==> src/rtl/matmul_ctrl_part2.sv <==
`default_nettype none
// ============================================================================
//  Module   : matmul_ctrl_part2
//  Purpose  : Sequencing controller for the part-2 matrix-vector datapath.
//             Loads N*N weights (row-major) and then N X elements over a
//             valid/ready stream. It then steps the datapath through
//             CLEAR / MAC / OUT for each row and hands every finished
//             y[r] to the consumer over a valid/ready handshake.
//  Ports    : clk, rst (async, active-low)
//             in_valid / in_ready          - upstream word handshake
//             addr_x, wr_en_x              - X memory address / write strobe
//             addr_w, wr_en_w              - W memory address / write strobe
//             clear_acc, en_acc            - accumulator clear / enable
//             out_valid / out_ready        - result handshake
//             out_last, row_idx            - result qualifiers
//  Revision : 1.0  initial release
// ============================================================================
module matmul_ctrl_part2 #(
  parameter int N   = 3,
  parameter int AXW = 2,
  parameter int AWW = 4
) (
  input  logic           clk,
  input  logic           rst,
  input  logic           in_valid,
  output logic           in_ready,
  output logic [AXW-1:0] addr_x,
  output logic           wr_en_x,
  output logic [AWW-1:0] addr_w,
  output logic           wr_en_w,
  output logic           clear_acc,
  output logic           en_acc,
  output logic           out_valid,
  input  logic           out_ready,
  output logic           out_last,
  output logic [1:0]     row_idx
);

  typedef enum logic [2:0] {
    LOAD_W = 3'd0,
    LOAD_X = 3'd1,
    CLEAR  = 3'd2,
    MAC    = 3'd3,
    OUT    = 3'd4
  } state_t;

  localparam logic [AWW-1:0] C_LAST_W   = AWW'(N * N - 1);
  localparam logic [AWW-1:0] C_LAST_X   = AWW'(N - 1);
  localparam logic [AXW-1:0] C_LAST_K   = AXW'(N - 1);
  localparam logic [1:0]     C_LAST_ROW = 2'(N - 1);
  localparam logic [AWW-1:0] C_N_W      = AWW'(N);

  state_t         r_state, w_state_nxt;
  logic [AWW-1:0] r_cnt,   w_cnt_nxt;
  logic [AXW-1:0] r_k,     w_k_nxt;
  logic [1:0]     r_r,     w_r_nxt;

  logic           w_load;
  logic           w_accept;
  logic [AWW-1:0] w_row_base;

  // in_ready is gated by rst so nothing is accepted while reset is held.
  assign w_load     = (r_state == LOAD_W) || (r_state == LOAD_X);
  assign in_ready   = w_load & rst;
  assign w_accept   = in_valid & in_ready;
  assign w_row_base = C_N_W * AWW'(r_r);
  assign row_idx    = r_r;

  always_ff @(posedge clk or negedge rst) begin
    if (!rst) begin
      r_state <= LOAD_W;
      r_cnt   <= '0;
      r_k     <= '0;
      r_r     <= '0;
    end else begin
      r_state <= w_state_nxt;
      r_cnt   <= w_cnt_nxt;
      r_k     <= w_k_nxt;
      r_r     <= w_r_nxt;
    end
  end

  always_comb begin
    w_state_nxt = r_state;
    w_cnt_nxt   = r_cnt;
    w_k_nxt     = r_k;
    w_r_nxt     = r_r;
    addr_x      = '0;
    addr_w      = '0;
    wr_en_x     = 1'b0;
    wr_en_w     = 1'b0;
    clear_acc   = 1'b0;
    en_acc      = 1'b0;
    out_valid   = 1'b0;
    out_last    = 1'b0;

    case (r_state)
      LOAD_W: begin
        addr_w  = r_cnt;
        wr_en_w = w_accept;
        if (w_accept) begin
          if (r_cnt == C_LAST_W) begin
            w_state_nxt = LOAD_X;
            w_cnt_nxt   = '0;
          end else begin
            w_cnt_nxt = r_cnt + 1'b1;
          end
        end
      end

      LOAD_X: begin
        // cnt never exceeds N-1 here, so the truncation stays in range.
        addr_x  = r_cnt[AXW-1:0];
        wr_en_x = w_accept;
        if (w_accept) begin
          if (r_cnt == C_LAST_X) begin
            w_state_nxt = CLEAR;
            w_cnt_nxt   = '0;
            w_r_nxt     = '0;
          end else begin
            w_cnt_nxt = r_cnt + 1'b1;
          end
        end
      end

      CLEAR: begin
        clear_acc   = 1'b1;
        w_k_nxt     = '0;
        w_state_nxt = MAC;
      end

      MAC: begin
        // Memory reads are combinational: the product for (r,k) is
        // presented to the accumulator in this same cycle.
        addr_x = r_k;
        addr_w = w_row_base + AWW'(r_k);
        en_acc = 1'b1;
        if (r_k == C_LAST_K) begin
          w_state_nxt = OUT;
        end else begin
          w_k_nxt = r_k + 1'b1;
        end
      end

      OUT: begin
        out_valid = 1'b1;
        out_last  = (r_r == C_LAST_ROW);
        if (out_ready) begin
          if (r_r == C_LAST_ROW) begin
            w_state_nxt = LOAD_W;
            w_cnt_nxt   = '0;
          end else begin
            w_r_nxt     = r_r + 1'b1;
            w_state_nxt = CLEAR;
          end
        end
      end

      default: begin
        w_state_nxt = LOAD_W;
        w_cnt_nxt   = '0;
        w_k_nxt     = '0;
        w_r_nxt     = '0;
      end
    endcase
  end

endmodule
`default_nettype wire

==> config.mk <==
export PLATFORM = sky130hd
export DESIGN_NAME = matmul_ctrl_part2
export DESIGN_NICKNAME = d
export VERILOG_FILES = /design/src/rtl/matmul_ctrl_part2.sv
export SDC_FILE = /design/constraint.sdc
export NUM_CORES = 1
export LEC_CHECK = 0
export BUFFER_PORTS_ARGS = -buffer_cell sky130_fd_sc_hd__buf_2
export CORE_MARGIN = 10
export CORE_UTILIZATION = 45
export CTS_CLUSTER_SIZE = 16
export DETAILED_ROUTE_END_ITERATION = 10
export GPL_TIMING_DRIVEN = 0
export HOLD_SLACK_MARGIN = 0.02
export PLACE_DENSITY = 0.67
export SLEW_MARGIN = 20
export SYNTH_ARGS = -nofsm -noshare
export SYNTH_HDL_FRONTEND = slang
export SYNTH_SLANG_ARGS = --single-unit
==> constraint.sdc <==
create_clock -name clk -period 3.5 [get_ports clk]
set_input_delay 0.175 -clock clk [delete_from_list [all_inputs] [get_ports clk]]
set_output_delay 0.175 -clock clk [all_outputs]
set_load 0.1 [all_outputs]
==> qor.txt <==
Hold Fails Final Rpt -> 0
Ports -> 19
Crit Path Category -> reg2out
WP data arrival -> 2.58 ns
skew final -> 0.00897 ns
Final ANT Viol Nets -> 0
Post-synth ARST share -> 100%
minimum clock period -> 2.75 ns
CTS tree -> built
Max Cap Violations -> 0
Wirelength per Cell -> 13.9 um
largest net degree at the start of global routing -> 17
core footprint -> 0.00196 sq mm
H-tree level count -> 1
status -> finished, final reports clean
CTS resizes -> 0
Main synth FF type -> dfrtp_1
CTS Buf Count -> 3
# fillers -> 211
Worst Hold Class -> in2reg
Mapped Cells -> 106
Post-Syn Nets -> 119
Initial Utilization -> 47.6%
Slew HR -> 67.4%
die height -> 65.6 um
Post-DP HPWL -> 1.70 mm
wire length of the first global-routing pass -> 3.71 mm
critical path fanouts, max -> 4
Worst-Margin Slew -> 0.493 ns
number of global-route vias before repair -> 798
endpoint class of the critical path -> output port
Clock Root Buffer -> clkbuf_4
CP Launch Type -> register
Total GRT Usage -> 10.6%
Yosys warning count -> 0
final wirelength -> 2.16 mm
Post-Synth Adder-Cell Area -> 13.7%
share of cells above drive strength 1 -> 27.1%
nets -> 143
CP Cell Sequence -> fa_1 > ha_1 > inv_1 > fa_1 > nor2_1 > a21oi_1 > nor2_2 > buf_2
Worst Path Required -> 3.32 ns
period utilization -> 78.7%
RSZ-0062 raised after global routing -> no
# rows -> 16
DRC violations left -> 0
setup violators final -> 0
Max Freq -> 0.363 GHz
critical path's slowest cell -> fa_1
postcts setup bufs -> 0
clk sinks -> 11
Simple-Gate Fraction of Synth Area -> 28.4%
complex-gate fraction of the synthesized area -> 16.9%
Slew Limit Fails -> 0
Seq/Total Area, Yosys -> 29.5%
Die ar. -> 0.00430 sq mm
Iteration-0 DRC Markers -> 52
Post-Synth XOR/XNOR Area -> 0%
first drt pass iteration count -> 4
detailed-route via count -> 832
antenna violations before repair -> 0
largest family of logic cells by synthesized area -> simple AND/OR/NAND/NOR gates
Top cell by count, worst path -> fa_1
number of port buffers -> 18
Mapped Area -> 935 sq um
Synth Register Bits -> 11
Cell variety after synth -> 39
clk slew on worst S/H paths -> 0.08 ns
Fin Setup TNS -> 0 ns
Die Wd -> 65.6 um
GPL Wtd Cong -> 0.823
CTS max path bufs -> 2
P&R area growth vs syn -> 18.1%
gr ovfl total -> 0
Antenna Cells -> 0
crit-path max cell delay -> 0.57 ns
post-synthesis mux area share -> 3.21%
Synth Area per Inst -> 8.82 sq um
number of enable flip-flop cells after synthesis -> 0
DR vias/cell -> 5.33
Clock Latency Late Sink -> 0.28 ns
area by class of cell:
| class | count | area [sq um] | share of cell area (%) |
|---|---|---|---|
| clock buffer | 4 | 26.3 | 2.38 |
| buffer | 6 | 41.3 | 3.74 |
| timing repair buffer | 19 | 100 | 9.07 |
| inverter | 10 | 37.5 | 3.40 |
| tap | 27 | 33.8 | 3.06 |
| sequential | 11 | 275 | 24.9 |
| multi-input combinational | 79 | 589 | 53.4 |
state kept, by name (all words and copies together), names as in the netlist:
name	cells
r_state	3
row_idx	2
r_cnt	4
r_k	2
per-layer routing:
metal | track usage (%) | wire [um] | vias to the layer above | part of all wire, %
met4 | 4.01 | 24 | 0 | 1.1
met3 | 3.56 | 118 | 2 | 5.5
li1 | - | - | 421 | -
met2 | 17.2 | 1020 | 17 | 47
met5 | 0 | 0 | - | 0
met1 | 12.7 | 999 | 392 | 46
worst max-delay path: cells and delay by family, from the launching register on:
kind / cells / cell delay [ns]
buf+inv: 2 / 0.48
simple gates: 2 / 0.20
flops: 1 / 0.43
compound gates: 1 / 0.06
fa+ha+maj: 3 / 1.15
per-stage QoR:
step	worst slack (ns)	hold slack (ns)	util, %	cells	area [sq um]
6_report	0.746	0.129	56.3	156	1100
5_1_grt	0.584	0.131	56.3	156	1100
4_1_cts	0.718	0.120	56.3	156	1100
3_5_place_dp	1.05	0.0938	54.4	151	1070
3_3_place_gp	1.05	0.0834	54.4	151	1070
2_1_floorplan	0.215	-0.121	-	106	943
cell usage in the layout, fill, tap and decap left out, drive strengths merged, types with 2 or more instances in the layout:
cell and n:
nor4 2, nor2 13, buf 23, and4bb 2, ha 7, nand2b 5
and2 2, a211o 2, clkbuf 5, inv 10, dfrtp 11, nand2 8
a21oi 4, nand3 5, fa 2, o21ai 7, mux2i 3
cells by family after synthesis:
family	after synthesis
buffers and inverters	16
AOI/OAI and AO/OA	23
adders and majority gates	9
DFF	11
and+or+nand+nor	44
muxes	3
Yosys cell counts, types with 2 or more instances:
cell type  count  area (sq um)
a211o_1        2          17.5
a21oi_1        4          20.0
and2_1         2          12.5
buf_2          3          15.0
buf_6          2          22.5
dfrtp_1       11           275
fa_1           2          40.0
ha_1           7          87.6
inv_1         10          37.5
mux2i_1        3          30.0
nand2_1        8          30.0
nand2b_1       4          25.0
nand3_1        5          25.0
nor2_1        13          48.8
o21ai_0        6          30.0
timing repair:
item / 4_1_cts / 5_1_grt
hold endpoints to repair: 11 / 0
endpoints found under the setup margin: 0 / 0
hold buffers: 1 / 0
worst paths after layout:
path	startpoint	to	slack, ns	depth (start not counted)
worst max-delay path	row_idx[0]	addr_w[2]	0.75	8
worst min-delay path	out_ready	r_state[2]	0.13	2
worst max register to register	row_idx[0]	r_cnt[2]	1.68	6
worst min register to register	r_k[0]	r_k[0]	0.56	1
max in group asynchronous	rst	r_cnt[2]	2.90	2
min in group asynchronous	rst	r_state[2]	0.34	2
Power is left out: the tool's default activity adds up to more than one toggle a clock period on the data nets, which glitch-free logic cannot reach.
